[config.mk]
export PLATFORM = sky130hd
export DESIGN_NAME = error_countdown_timer
export DESIGN_NICKNAME = d
export VERILOG_FILES = /design/src/rtl/error_countdown_timer.sv
export SDC_FILE = /design/constraint.sdc
export NUM_CORES = 1
export LEC_CHECK = 0
export ABC_AREA = 1
export CAP_MARGIN = 20
export CORE_ASPECT_RATIO = 1.5
export CORE_MARGIN = 2
export CORE_UTILIZATION = 42
export DETAILED_ROUTE_END_ITERATION = 6
export GPL_TIMING_DRIVEN = 0
export HOLD_SLACK_MARGIN = 0.05
export MAX_ROUTING_LAYER = met4
export PLACE_DENSITY = 0.72
export SYNTH_ARGS = -nofsm -noshare
export SYNTH_HDL_FRONTEND = slang
export SYNTH_SLANG_ARGS = --single-unit
[constraint.sdc]
create_clock -name clk -period 1.7 [get_ports clk]
set_input_delay 0.34 -clock clk [delete_from_list [all_inputs] [get_ports clk]]
set_output_delay 0.34 -clock clk [all_outputs]
set_load 0.02 [all_outputs]
[src/rtl/error_countdown_timer.sv]
// error_countdown_timer
//   Timed-recovery companion to the central FSM. Arms a seconds countdown
//   when the FSM enters its calc-error state and returns a one-cycle
//   error_timeout pulse on expiry. Also holds the user-configurable
//   countdown length, written while the FSM sits in its config state.
//
// Ports
//   clk              in   system clock
//   rst              in   asynchronous reset, active-high
//   current_state    in   central FSM state register
//   cfg_sec_in       in   requested countdown length (switches)
//   cfg_load         in   single-cycle confirm pulse
//   error_timeout    out  one-cycle pulse when the countdown expires
//   countdown_active out  high while counting
//   countdown_sec    out  seconds remaining, 0 when idle
//   countdown_blink  out  toggles every half second while active
//   cfg_sec          out  currently configured length
module error_countdown_timer #(
    parameter int unsigned TICK_DIV     = 100000000,
    parameter int unsigned STATE_W      = 4,
    parameter int unsigned ERROR_STATE  = 12,
    parameter int unsigned CONFIG_STATE = 13,
    parameter int unsigned DEFAULT_SEC  = 10,
    parameter int unsigned MIN_SEC      = 5,
    parameter int unsigned MAX_SEC      = 15
) (
    input  logic               clk,
    input  logic               rst,
    input  logic [STATE_W-1:0] current_state,
    input  logic [3:0]         cfg_sec_in,
    input  logic               cfg_load,
    output logic               error_timeout,
    output logic               countdown_active,
    output logic [3:0]         countdown_sec,
    output logic               countdown_blink,
    output logic [3:0]         cfg_sec
);

    localparam int unsigned PW = $clog2(TICK_DIV);

    localparam logic [PW-1:0]      PRE_TOP  = PW'(TICK_DIV - 1);
    localparam logic [PW-1:0]      PRE_HALF = PW'(TICK_DIV / 2 - 1);
    localparam logic [STATE_W-1:0] ST_ERR   = STATE_W'(ERROR_STATE);
    localparam logic [STATE_W-1:0] ST_CFG   = STATE_W'(CONFIG_STATE);
    localparam logic [3:0]         SEC_DEF  = 4'(DEFAULT_SEC);
    localparam logic [3:0]         SEC_MIN  = 4'(MIN_SEC);
    localparam logic [3:0]         SEC_MAX  = 4'(MAX_SEC);

    typedef enum logic [1:0] {
        T_IDLE,
        T_RUN,
        T_DONE
    } tstate_t;

    tstate_t            state_q, state_d;
    logic [PW-1:0]      pre_q, pre_d;
    logic [3:0]         sec_q, sec_d;
    logic               active_q, active_d;
    logic               blink_q, blink_d;
    logic               timeout_q, timeout_d;
    logic [3:0]         cfg_q, cfg_d;
    logic [STATE_W-1:0] prev_state_q;

    logic in_error;
    logic entry;

    assign in_error = (current_state == ST_ERR);
    assign entry    = in_error && (prev_state_q != ST_ERR);

    always_ff @(posedge clk or posedge rst) begin
        if (rst) begin
            state_q      <= T_IDLE;
            pre_q        <= '0;
            sec_q        <= '0;
            active_q     <= 1'b0;
            blink_q      <= 1'b0;
            timeout_q    <= 1'b0;
            cfg_q        <= SEC_DEF;
            prev_state_q <= '0;
        end else begin
            state_q      <= state_d;
            pre_q        <= pre_d;
            sec_q        <= sec_d;
            active_q     <= active_d;
            blink_q      <= blink_d;
            timeout_q    <= timeout_d;
            cfg_q        <= cfg_d;
            prev_state_q <= current_state;
        end
    end

    // Configuration: only honoured in the config state, clamped into range.
    always_comb begin
        cfg_d = cfg_q;
        if (cfg_load && (current_state == ST_CFG)) begin
            if (cfg_sec_in < SEC_MIN)
                cfg_d = SEC_MIN;
            else if (cfg_sec_in > SEC_MAX)
                cfg_d = SEC_MAX;
            else
                cfg_d = cfg_sec_in;
        end
    end

    always_comb begin
        state_d   = state_q;
        pre_d     = pre_q;
        sec_d     = sec_q;
        active_d  = active_q;
        blink_d   = blink_q;
        timeout_d = 1'b0;

        case (state_q)
            T_IDLE: begin
                if (entry) begin
                    sec_d    = cfg_q;
                    pre_d    = '0;
                    active_d = 1'b1;
                    blink_d  = 1'b0;
                    state_d  = T_RUN;
                end
            end

            T_RUN: begin
                // Leaving the error state wins over a coincident expiry tick.
                if (!in_error) begin
                    state_d  = T_IDLE;
                    pre_d    = '0;
                    sec_d    = '0;
                    active_d = 1'b0;
                    blink_d  = 1'b0;
                end else if (pre_q == PRE_TOP) begin
                    pre_d = '0;
                    if (sec_q == 4'd1) begin
                        sec_d     = '0;
                        timeout_d = 1'b1;
                        active_d  = 1'b0;
                        blink_d   = 1'b0;
                        state_d   = T_DONE;
                    end else begin
                        sec_d   = sec_q - 4'd1;
                        blink_d = ~blink_q;
                    end
                end else begin
                    pre_d = pre_q + 1'b1;
                    if (pre_q == PRE_HALF)
                        blink_d = ~blink_q;
                end
            end

            T_DONE: begin
                if (!in_error)
                    state_d = T_IDLE;
            end

            default: begin
                state_d  = T_IDLE;
                pre_d    = '0;
                sec_d    = '0;
                active_d = 1'b0;
                blink_d  = 1'b0;
            end
        endcase
    end

    assign error_timeout    = timeout_q;
    assign countdown_active = active_q;
    assign countdown_sec    = sec_q;
    assign countdown_blink  = blink_q;
    assign cfg_sec          = cfg_q;

endmodule

==> results.py <==
metrics = {
    "timing": {
        "fmax_ghz": 0.6058,
        "hold_violations": 0,
        "fin_crit_sh_pct": 97.10,
        "max_slew_margin_pct": 76.75,
        "tightest_slew_ns": 0.3475,
        "skew_ns": 0.009767,
        "fin_ws_ns": 0.04932,
        "fin_crit_ns": 1.651,
        "rsz0062_at_grt": "true",
        "slew_violations": 0,
        "setup_violations": 0,
        "hold_slack_ns": 0.2076,
    },
    "placement": {
        "placed_cells": 458,
        "hpwl_um": 4830,
        "pre_cts_ws_ns": -0.3681,
        "io_buffers": 21,
        "place_congestion": 0.9419,
    },
    "floorplan": {
        "top_level_ports": 22,
        "coreArea_um2": 6087,
        "start_util_pct": 43.23,
        "fp.dieArea_um2": 6927,
        "die_w_um": 68.63,
        "die_height_um": 100.9,
        "fp-row-count": 35,
    },
    "global_route": {
        "antenna_found_initial": 0,
        "grt_pass1_wl_um": 10720,
        "grt_max_degree": 41,
        "grt_overflow": 0,
        "grt_use_total_pct": 21.32,
        "grt_pass1_vias": 2446,
    },
    "logic_synthesis": {
        "netlist_instances": 362,
        "synthTopCellsByArea": "dfrtp_1 (40%), nand2_1 (15%), nor2_1 (9.1%), inv_1 (6.6%), nand4_1 (3.6%)",
        "yosysWarningCount": 0,
        "synth.distinct_cells": 33,
        "yosys.area.top_type": "dfrtp_1",
        "syn-cell-area_um2": 2631,
        "ys_ff_latch": 44,
        "syn_area_per_cell_um2": 7.269,
        "yosysSeqAreaShare_pct": 41.94,
        "synth_nets": 376,
        "synth_top_area_share_pct": 39.94,
    },
    "setup_path": {
        "cp.required_ns": 1.90,
        "rr_endpoint": "pre_q[10]$_DFFE_PP0P_",
        "cp.arrival_ns": 1.85,
        "worst_setup_path_start_kind": "register",
        "crit-reg2reg-launch": "pre_q[14]$_DFFE_PP0P_",
        "ff2ff_path_depth": 10,
        "worstPathMaxFanout": 7,
        "r2r_slack_ns": 0.05,
        "crit_type": "reg2reg",
        "end_kind": "register",
    },
    "job": {
        "maxCapViolCount": 0,
    },
    "clock_network": {
        "cts_tree": "built",
        "clk_pin_slew_ns": 0.08,
        "h-tree-depth": 2,
        "clockRootBuffer": "clkbuf_8",
        "clock_sinks": 44,
        "cts_buffers": 5,
        "clk_latency_ns": 0.30,
        "ctsLongestPathBuffers": 2,
    },
    "routing": {
        "wl_per_cell_um": 14.29,
        "drt-total-wl_um": 6857,
        "drt_first_pass_iters": 4,
        "vias": 2558,
        "drt-initial-drc-count": 166,
        "drc": 0,
        "via_per_inst": 5.329,
        "final_antenna_net_count": 0,
    },
    "worst_hold_path": {
        "hold_start": "current_state[1]",
        "worstHoldPathCells": 1,
        "hold_end": "prev_state_q[1]$_DFF_PP0_",
        "hold_class": "in2reg",
    },
    "power_and_ir_drop": {
        "finalPower_w": 0.003191,
        "powerDensity_nw_per_um2": 953.3,
        "ir_drop_v": 0.0005753,
        "p_leak_nw": 1.617,
    },
    "final_layout": {
        "layout_common_cells": "nand2_1 (90), nor2_1 (61), inv_1 (44), dfrtp_1 (42), nand4_1 (15)",
        "final_nets": 420,
        "diodes": 0,
        "layout_commonest_cell": "nand2_1",
        "fin_cells": 480,
        "utilization_pct": 54.98,
        "area_growth_pct": 27.20,
        "drive_gt1_share_pct": 18.72,
    },
    "run_status": {
        "outcome": "completed",
    },
}
[registers in the layout, summed over array words and instances, names as in the netlist]
signal            cells
countdown_sec         4
countdown_active      1
countdown_blink       1
state_q               2
cfg_sec               4
prev_state_q          4
pre_q                27
error_timeout         1
[metrics by stage]
step	cell area, um^2	setup TNS, ns
2_1_floorplan	2631	0
3_3_place_gp	2934	-33.19
3_5_place_dp	2954	-8.283
4_1_cts	3075	0
5_1_grt	3347	-0.2236
6_report	3347	0
[worst max-delay path by stage]
stage / startpoint / endpoint / slack [ns] / cells after the start
after global placement: rst / prev_state_q[2]$_DFF_PP0_ / -0.60 / 2
after CTS: countdown_sec[3]$_DFFE_PP0P_ / countdown_sec[3] / 0.01 / 1
after global routing: pre_q[14]$_DFFE_PP0P_ / pre_q[10]$_DFFE_PP0P_ / -0.03 / 10
after detailed placement: current_state[0] / pre_q[26]$_DFFE_PP0P_ / -0.37 / 10
after floorplan: pre_q[0]$_DFFE_PP0P_ / countdown_sec[2]$_DFFE_PP0P_ / 0.14 / 11
final: pre_q[14]$_DFFE_PP0P_ / pre_q[10]$_DFFE_PP0P_ / 0.05 / 10
[cell usage after synthesis]
master and number:
inv_1 46, dfrtp_1 42, nor2_2 4, nor2_4 2, o41ai_1 1, nand3_2 1, o21ai_0 13, nor2_1 64
buf_6 3, a22oi_1 3, o2111ai_1 1, xnor2_1 1, o21ai_2 5, ha_1 3, nor3_1 9, a21oi_1 8
nand3_1 14, a21oi_4 1, o21ai_1 2, nand2_1 103, nand2_2 3, nand2_4 2, nand4_1 15, dfstp_2 2
nand2_8 1, nor4_1 1, nor2b_4 1, o211ai_1 1, nand3_4 1, inv_2 3, o22ai_1 1, buf_4 1
xor2_1 4
[layout make-up]
type,count,area [um^2]
repair buffers,37,402.9
clock buffers,7,96.34
plain buffers,4,57.56
flip-flops and latches,44,1104
multi-input cells,265,1410
well taps,74,92.59
inverters,49,183.9
fillers,574,2740
[kinds of logic (layout without fill, tap and decap cells)]
| logic type | after synthesis | count (layout) | synth area share, % |
|---|---|---|---|
| adder cells (fa/ha/maj) | 3 | 3 | 1.427 |
| buffers and inverters | 53 | 97 | 8.559 |
| XOR/XNOR | 5 | 5 | 1.664 |
| flip-flops | 44 | 44 | 41.94 |
| AO/OA/AOI/OAI | 36 | 36 | 8.702 |
| AND/OR/NAND/NOR | 221 | 221 | 37.71 |
[layer usage]
layer / global-route usage [%] / routed length, um / vias to the layer above / share of wire [%]
met5: - / 0 / - / 0
met2: 35.58 / 3606 / 75 / 53
li1: - / - / 1234 / -
met3: 3.017 / 281 / 23 / 4.1
met4: 11.85 / 327 / 0 / 4.8
met1: 23.66 / 2641 / 1226 / 39
[timing repair]
item,in CTS,in global routing
setup endpoints to repair,25,25
pin swaps,2,18
setup buffers,4,8
hold buffers,0,0
gates cloned,0,3
gates resized for setup,4,39
[critical path, stage by stage, from the launching register on]
cell and delay, ns:
dfrtp_1 0.44, nand2_1 0.15, nor2_1 0.13, nand2_1 0.06, nor2_1 0.17, nand2_4 0.10, nand2_4 0.11, nand2_8 0.09
clkbuf_16 0.17, o21ai_2 0.06, nor2_1 0.06
[where the power goes]
part | switching, W | leakage, nW | internal, W | total, W
clock network | 0.000356 | 0.0503 | 0.000362 | 0.000719
logic | 0.000693 | 0.982 | 0.000544 | 0.00124
registers | 0.0000900 | 0.585 | 0.00114 | 0.00123
Power figures use the tool's default switching activity.
